--- src/rtl/cajero_pkg.sv ---
// Shared definitions for the ATM transaction controller.
//   estado_t    : one-hot controller state encoding (5 bits)
//   IDX_*       : bit positions of the states that drive level outputs
//   TRANS_*     : tipo_trans codes (2'b11 is an invalid request)
//   es_espera() : true in the two states guarded by the inactivity timer
package cajero_pkg;

  typedef enum logic [4:0] {
    ST_IDLE         = 5'b00001,
    ST_ESPERA_PIN   = 5'b00010,
    ST_ESPERA_TRANS = 5'b00100,
    ST_EJECUTA      = 5'b01000,
    ST_BLOQUEADO    = 5'b10000
  } estado_t;

  localparam int unsigned IDX_IDLE      = 0;
  localparam int unsigned IDX_BLOQUEADO = 4;

  localparam logic [1:0] TRANS_DEPOSITO = 2'b00;
  localparam logic [1:0] TRANS_RETIRO   = 2'b01;
  localparam logic [1:0] TRANS_CONSULTA = 2'b10;

  function automatic logic es_espera(input estado_t s);
    return (s == ST_ESPERA_PIN) || (s == ST_ESPERA_TRANS);
  endfunction

endpackage

--- src/rtl/cajero_temporizador.sv ---
// Inactivity timer for the waiting states.
//   clk, reset : rising-edge clock, synchronous active-high reset
//   clr        : force the count to zero (strobe consumed or state change)
//   en         : count one cycle of inactivity
//   expira     : high while enabled on the last tolerated idle cycle
//                (count == TIMEOUT-1)
module cajero_temporizador #(
  parameter int unsigned TIMEOUT = 1000
) (
  input  logic clk,
  input  logic reset,
  input  logic clr,
  input  logic en,
  output logic expira
);

  localparam int unsigned CW = $clog2(TIMEOUT);

  logic [CW-1:0] cnt;

  always_ff @(posedge clk) begin
    if (reset || clr) begin
      cnt <= '0;
    end else if (en) begin
      cnt <= cnt + CW'(1);
    end
  end

  // The controller leaves the waiting state when this fires, so the count
  // never runs past TIMEOUT-1.
  assign expira = en && (cnt == CW'(TIMEOUT - 1));

endmodule

--- src/rtl/cajero_transaccion_ctrl.sv ---
// ATM transaction controller: card insertion, PIN check with attempt limit
// and lock, then one deposit / withdrawal / balance query per login.
// Optional build macro: LIMITE_DIARIO_EN enables the daily withdrawal cap.
//
// Ports
//   clk, reset            rising-edge clock, synchronous active-high reset
//   tarjeta_recibida      level, card present
//   pin_stb, pin          entered PIN strobe and value
//   pin_correcto          stored PIN for the inserted card
//   trans_stb             transaction request strobe
//   tipo_trans, monto     request type and amount
//   balance_inicial       current balance, captured with trans_stb
//   nuevo_dia             strobe, clears the daily accumulator
//   balance_actualizado   result balance, held between balance_stb pulses
//   balance_stb           one-cycle result strobe
//   entregar_dinero       one-cycle dispense command
//   fondos_insuficientes  one-cycle reject, amount above balance
//   limite_excedido       one-cycle reject, daily cap (0 without the macro)
//   pin_incorrecto        one-cycle wrong-PIN pulse
//   bloqueo               level, card locked
//   ocupado               level, controller not idle
//
// Strobe semantics: each *_stb is a one-cycle valid with no ready; it is
// consumed only in the state that expects it and silently dropped elsewhere.
module cajero_transaccion_ctrl
  import cajero_pkg::*;
#(
  parameter int unsigned MONTO_W       = 32,
  parameter int unsigned BAL_W         = 64,
  parameter int unsigned PIN_W         = 16,
  parameter int unsigned MAX_INTENTOS  = 3,
  parameter int unsigned TIMEOUT       = 1000,
  parameter int unsigned LIMITE_DIARIO = 500000
) (
  input  logic               clk,
  input  logic               reset,
  input  logic               tarjeta_recibida,
  input  logic               pin_stb,
  input  logic [PIN_W-1:0]   pin,
  input  logic [PIN_W-1:0]   pin_correcto,
  input  logic               trans_stb,
  input  logic [1:0]         tipo_trans,
  input  logic [MONTO_W-1:0] monto,
  input  logic [BAL_W-1:0]   balance_inicial,
  input  logic               nuevo_dia,
  output logic [BAL_W-1:0]   balance_actualizado,
  output logic               balance_stb,
  output logic               entregar_dinero,
  output logic               fondos_insuficientes,
  output logic               limite_excedido,
  output logic               pin_incorrecto,
  output logic               bloqueo,
  output logic               ocupado
);

  localparam int unsigned IW = $clog2(MAX_INTENTOS + 1);

  estado_t          state_q, state_d;
  logic [IW-1:0]    intentos_q, intentos_d;
  logic [1:0]       tipo_q;
  logic [BAL_W-1:0] monto_q, bal_q;
  logic             cargar;
  logic [BAL_W:0]   suma;
  logic [BAL_W-1:0] bal_out_d;
  logic             stb_d, ent_d, fon_d, pininc_d;
  logic             cnt_clr, cnt_en, expira;

`ifdef LIMITE_DIARIO_EN
  localparam logic [BAL_W+1:0] LIMITE_EXT = (BAL_W+2)'(LIMITE_DIARIO);
  logic [BAL_W:0]   acum_q;
  logic [BAL_W:0]   acum_base;
  logic [BAL_W+1:0] acum_sum;
  logic             lim_d;

  // A new day coinciding with EJECUTA is cleared before the cap check.
  assign acum_base = nuevo_dia ? '0 : acum_q;
  assign acum_sum  = {1'b0, acum_base} + {2'b00, monto_q};
`endif

  assign cnt_en  = es_espera(state_q);
  assign ocupado = ~state_q[IDX_IDLE];
  assign bloqueo = state_q[IDX_BLOQUEADO];

  cajero_temporizador #(.TIMEOUT(TIMEOUT)) u_temporizador (
    .clk    (clk),
    .reset  (reset),
    .clr    (cnt_clr),
    .en     (cnt_en),
    .expira (expira)
  );

  always_comb begin
    state_d    = state_q;
    intentos_d = intentos_q;
    cargar     = 1'b0;
    bal_out_d  = balance_actualizado;
    stb_d      = 1'b0;
    ent_d      = 1'b0;
    fon_d      = 1'b0;
    pininc_d   = 1'b0;
    cnt_clr    = 1'b0;
    suma       = {1'b0, bal_q} + {1'b0, monto_q};
`ifdef LIMITE_DIARIO_EN
    lim_d      = 1'b0;
`endif

    case (state_q)
      ST_IDLE: begin
        intentos_d = '0;
        cnt_clr    = 1'b1;
        if (tarjeta_recibida) state_d = ST_ESPERA_PIN;
      end

      ST_ESPERA_PIN: begin
        if (!tarjeta_recibida) begin
          state_d = ST_IDLE;
        end else if (pin_stb) begin
          cnt_clr = 1'b1;
          if (pin == pin_correcto) begin
            intentos_d = '0;
            state_d    = ST_ESPERA_TRANS;
          end else begin
            pininc_d   = 1'b1;
            intentos_d = intentos_q + IW'(1);
            if (intentos_d == IW'(MAX_INTENTOS)) state_d = ST_BLOQUEADO;
          end
        end else if (expira) begin
          state_d = ST_IDLE;
        end
      end

      ST_ESPERA_TRANS: begin
        if (!tarjeta_recibida) begin
          state_d = ST_IDLE;
        end else if (trans_stb) begin
          cnt_clr = 1'b1;
          cargar  = 1'b1;
          state_d = ST_EJECUTA;
        end else if (expira) begin
          state_d = ST_IDLE;
        end
      end

      ST_EJECUTA: begin
        state_d = ST_IDLE;
        case (tipo_q)
          TRANS_DEPOSITO: begin
            bal_out_d = suma[BAL_W] ? {BAL_W{1'b1}} : suma[BAL_W-1:0];
            stb_d     = 1'b1;
          end
          TRANS_RETIRO: begin
`ifdef LIMITE_DIARIO_EN
            if (acum_sum > LIMITE_EXT) lim_d = 1'b1;
            else
`endif
            if (monto_q > bal_q) begin
              fon_d = 1'b1;
            end else begin
              bal_out_d = bal_q - monto_q;
              stb_d     = 1'b1;
              ent_d     = 1'b1;
            end
          end
          TRANS_CONSULTA: begin
            bal_out_d = bal_q;
            stb_d     = 1'b1;
          end
          default: ;
        endcase
      end

      ST_BLOQUEADO: begin
        if (!tarjeta_recibida) state_d = ST_IDLE;
      end

      default: state_d = ST_IDLE;
    endcase

    if (state_d != state_q) cnt_clr = 1'b1;
  end

  always_ff @(posedge clk) begin
    if (reset) begin
      state_q              <= ST_IDLE;
      intentos_q           <= '0;
      balance_actualizado  <= '0;
      balance_stb          <= 1'b0;
      entregar_dinero      <= 1'b0;
      fondos_insuficientes <= 1'b0;
      pin_incorrecto       <= 1'b0;
    end else begin
      state_q              <= state_d;
      intentos_q           <= intentos_d;
      balance_actualizado  <= bal_out_d;
      balance_stb          <= stb_d;
      entregar_dinero      <= ent_d;
      fondos_insuficientes <= fon_d;
      pin_incorrecto       <= pininc_d;
    end
  end

  // Request fields captured on the accepted trans_stb.
  always_ff @(posedge clk) begin
    if (reset) begin
      tipo_q  <= '0;
      monto_q <= '0;
      bal_q   <= '0;
    end else if (cargar) begin
      tipo_q  <= tipo_trans;
      monto_q <= BAL_W'(monto);
      bal_q   <= balance_inicial;
    end
  end

`ifdef LIMITE_DIARIO_EN
  // Only a dispensed withdrawal accumulates; it can never exceed the cap,
  // so the stored value fits in BAL_W+1 bits.
  always_ff @(posedge clk) begin
    if (reset) begin
      acum_q          <= '0;
      limite_excedido <= 1'b0;
    end else begin
      limite_excedido <= lim_d;
      if (ent_d)          acum_q <= acum_sum[BAL_W:0];
      else if (nuevo_dia) acum_q <= '0;
    end
  end
`else
  assign limite_excedido = 1'b0;
  logic unused_cfg;
  assign unused_cfg = &{1'b0, nuevo_dia, (LIMITE_DIARIO != 0)};
`endif

endmodule
--- config.mk ---
export PLATFORM = sky130hd
export DESIGN_NAME = cajero_transaccion_ctrl
export DESIGN_NICKNAME = d
export VERILOG_FILES = /design/src/rtl/cajero_pkg.sv /design/src/rtl/cajero_temporizador.sv /design/src/rtl/cajero_transaccion_ctrl.sv
export SDC_FILE = /design/constraint.sdc
export NUM_CORES = 1
export LEC_CHECK = 0
export CELL_PAD_IN_SITES_DETAIL_PLACEMENT = 0
export CELL_PAD_IN_SITES_GLOBAL_PLACEMENT = 2
export CORE_AREA = 2 2 194 196
export CTS_CLUSTER_SIZE = 28
export DETAILED_ROUTE_END_ITERATION = 12
export DIE_AREA = 0 0 196 198
export DONT_BUFFER_PORTS = 1
export PLACE_DENSITY_LB_ADDON = 0.1
export SLEW_MARGIN = 20
export SYNTH_ARGS = -nofsm -noshare
export SYNTH_HDL_FRONTEND = slang
export SYNTH_SLANG_ARGS = --single-unit
--- constraint.sdc ---
create_clock -name clk -period 3.4 [get_ports clk]
set_input_delay 0.68 -clock clk [delete_from_list [all_inputs] [get_ports clk]]
set_output_delay 0.68 -clock clk [all_outputs]
set_load 0.05 [all_outputs]
==> results.yml <==
run_status:
  status: "finished clean"
yosys:
  synth_top_area_share_pct: 27.33
  synth_area_sq_um: 13410
  synth-warning-count: 0
  synth_mux_area_share_pct: 0.5226
  synth_edf_count: 0
  synth.avg_cell_area_sq_um: 7.196
  ys_top_cells_by_area: "dfxtp_1 27%, nand2_1 9.2%, a21oi_1 8.1%, ha_1 6.6%, xnor2_1 4.3%"
  synth_top_family_by_area: "compound AO/OA/AOI/OAI gates"
  synthXorXnorAreaFrac_pct: 6.664
  synthAdderAreaFrac_pct: 6.925
  synth_fp_nets: 2072
  seq_area_frac_synth_pct: 27.33
  ys.flop_type: "dfxtp_1"
  synth_cells: 1863
  synth_compound_area_share_pct: 26.34
  synth_seq_cells: 183
  synth_top_area_cell: "dfxtp_1"
  ys_types: 92
  synthArstFlopShare_pct: 0
  synthSimpleGateAreaFrac_pct: 25.35
layout:
  diodes: 0
  area_growth_pct: 22.17
  nets: 2199
  drive_above_1_share_pct: 17.37
  final_util_pct: 44.32
power:
  p_total_mw: 4.498
  ir_drop_v: 0.0003485
  cellPowerDensity_nw_per_um2: 274.7
  p_leak_nw: 6.432
routing:
  num_vias: 14080
  antenna_left: 0
  viasPerCell: 5.682
  post_drt_wl_per_cell_um: 21.48
  drcViolationCount: 0
  drt_iter0_drc: 886
  routed_wl_mm: 53.20
  dr.pass1.iters: 5
setup_path:
  cp-startpoint: "monto_q[0]"
  worst_r2r_endpoint: "balance_actualizado[34]"
  r2r-start: "monto_q[0]"
  crit_chain: "ha_4, fa_2, nor2b_4, o211ai_1, a211o_1, a21o_1, a21oi_4, nand2_4, a31oi_4, buf_12, nor2_4, clkbuf_16, a22o_1"
  cp_num_buf_inv: 2
  critPathCaptureType: "register"
  cp_num_cells: 13
  critPathLaunchType: "register"
  endpoint: "balance_actualizado[34]"
  critPathRequiredTime_ps: 3770
  critical_path_class: "register to register"
  cpLargestDelayFamily: "compound AO/OA/AOI/OAI gates"
  arrival_ps: 3690
  slowest_delay_ps: 390
  crit_slowest_cell: "fa_2"
  path_max_fanout: 7
  r2r_slack_ps: 80
  reg2reg_depth: 13
hold_path:
  hold_class: "input port to register"
job:
  drv_cap: 0
clocking:
  clk_path_buf_depth: 2
  cts.clk_slew.worst_paths_ps: 80
  h-tree-depth: 4
  cts_sinks: 183
  clk_latency_ps: 480
  cts_buffers: 17
  cts_tree: "built"
  cts.hold.buffers_added: 0
  cts_root_buf: "clkbuf_16"
floorplan:
  fp.dieH_um: 198
  initial_core_util_pct: 36.28
  die-area_sq_um: 38810
  core_area_sq_um: 36960
  ios: 207
  rows: 71
  die_w_um: 196
grt:
  grt_overflow: 0
  grt_max_degree: 134
  grt_pass1_vias: 13730
  antenna_found_initial: 0
  grt_pass1_wl_mm: 80.78
  track_usage_pct: 27.09
timing:
  fin_worst_skew_ps: 26.63
  rsz0062_at_grt: "yes"
  hold_violations: 0
  fin_crit_ps: 3317
  drv_slew: 0
  worstMarginPinSlew_ps: 676.8
  finalSetupViolCount: 0
  period_share_pct: 97.55
  finalWorstSetupSlack_ps: 83.31
  slew_headroom_pct: 54.82
  clock.fmax_ghz: 0.3015
placement:
  post-place-ws_ps: -125.4
  gp_congestion: 0.9145
  port_buffers: 0
  dpl.hpwl_mm: 39.44
## worst min-delay path by stage
stage / from / slack [ps] / to / cells past startpoint
4_1_cts: reset / 260 / tipo_q[0] / 1
6_report: reset / 300 / bal_q[0] / 1
5_1_grt: reset / 270 / tipo_q[1] / 1
3_5_place_dp: u_temporizador.cnt[1] / 470 / u_temporizador.cnt[1] / 2
2_1_floorplan: u_temporizador.cnt[1] / 450 / u_temporizador.cnt[1] / 2
3_3_place_gp: u_temporizador.cnt[1] / 460 / u_temporizador.cnt[1] / 2
## per-layer routing
metal | global-route usage [%] | up-vias | routed length (um)
met5 | 0 | - | 0
met4 | 10.52 | 0 | 1791
met3 | 5.314 | 95 | 2852
met2 | 44.47 | 406 | 24410
met1 | 35.07 | 6695 | 24140
li1 | - | 6879 | -
## where the power goes
group          leakage [nW]  total, mW  internal, mW  switching [mW]
combinational          4.64     0.0792        0.0328          0.0464
sequential             1.47       2.15          2.14         0.00389
clock                 0.318       2.27          1.27           0.999
## metrics by stage
step	area, sq um	setup TNS (ps)	hold WS (ps)	instances
after CTS	15990	0	264.0	2463
after global routing	16380	-284.7	268.9	2477
after global placement	15300	-1210	460.0	2430
final	16380	0	295.1	2477
after floorplan	13410	0	448.8	1863
after detailed placement	15300	-1291	473.5	2430
## repair_timing
item	in CTS	in global routing
pin swaps	2	19
cloned	1	3
setup buffers	0	11
resized for setup	8	54
setup endpoints to repair	52	63
## cell usage after synthesis (8+ instances only)
| cell type | number |
|---|---|
| buf_2 | 32 |
| dfxtp_1 | 183 |
| a221oi_1 | 20 |
| a211oi_1 | 8 |
| xnor2_1 | 66 |
| o21ai_0 | 66 |
| clkbuf_1 | 94 |
| o211ai_1 | 13 |
| o21bai_1 | 9 |
| and3_1 | 8 |
| nand4_1 | 44 |
| o22ai_1 | 10 |
| nand2_1 | 330 |
| nor2b_1 | 22 |
| ha_1 | 71 |
| a21o_1 | 13 |
| inv_1 | 81 |
| a32o_1 | 14 |
| o31ai_1 | 10 |
| buf_1 | 9 |
| nand3_1 | 53 |
| a21oi_1 | 217 |
| o21ai_1 | 35 |
| a22o_1 | 16 |
| nor3_1 | 40 |
| a31oi_1 | 17 |
| xor2_1 | 36 |
| nand3b_1 | 10 |
| nand2b_1 | 12 |
| a221o_1 | 16 |
| o21a_1 | 11 |
| nor4_1 | 29 |
| or3_1 | 10 |
| nor2_1 | 130 |
## kinds of logic (layout without fill, tap and decap cells)
kind of cell               after synthesis  count (layout)
other                                    1               1
adders and majority gates               73              73
and+or+nand+nor                        730             730
xor gates and xnor gates               102             102
muxes                                    7               7
buffers and inverters                  223             362
AOI/OAI and AO/OA                      544             545
DFF                                    183             183
## worst register-to-register path, stage by stage, from the launching register on
cell       delay [ps]
dfxtp_1           360
ha_4              190
fa_2              390
nor2b_4           150
o211ai_1          130
a211o_1           350
a21o_1            240
a21oi_4           300
nand2_4           140
a31oi_4           310
buf_12            170
nor2_4             90
clkbuf_16         190
a22o_1            240
## final cells by class
| class | instances | area [sq um] |
|---|---|---|
| clock inverter | 14 | 210.2 |
| fill | 3832 | 20580 |
| multi-input combinational | 1458 | 9082 |
| inverter | 82 | 307.8 |
| tap | 474 | 593.1 |
| clock buffer | 18 | 439.2 |
| timing repair buffer | 248 | 2081 |
| sequential | 183 | 3665 |
## state kept, by name, indices dropped and copies added, names as in the netlist
signal / count
u_temporizador.cnt: 10
state_q: 5
bal_q: 64
intentos_q: 2
balance_stb: 1
pin_incorrecto: 1
fondos_insuficientes: 1
monto_q: 32
balance_actualizado: 64
entregar_dinero: 1
tipo_q: 2
## cells in the final DEF (no fill, tap or decap), types with 8 or more instances in the layout
cell type,synthesis,final
a21o_1,13,13
a21oi_1,217,212
a221o_1,16,16
a221oi_1,20,16
a22o_1,16,16
a31oi_1,17,15
a32o_1,14,14
and3_1,8,8
buf_12,0,12
buf_4,1,226
clkbuf_16,0,19
dfxtp_1,183,182
ha_1,71,66
inv_1,81,80
nand2_1,330,329
nand2b_1,12,11
nand3_1,53,53
nand3b_1,10,10
nand4_1,44,44
nor2_1,130,127
nor2b_1,22,20
nor3_1,40,37
nor4_1,29,28
o211ai_1,13,13
o21a_1,11,11
o21ai_0,66,65
o21ai_1,35,35
o21bai_1,9,9
o22ai_1,10,10
o31ai_1,10,10
or3_1,10,10
xnor2_1,66,66
xor2_1,36,36
Note: power is estimated with default switching activity, not from simulation.
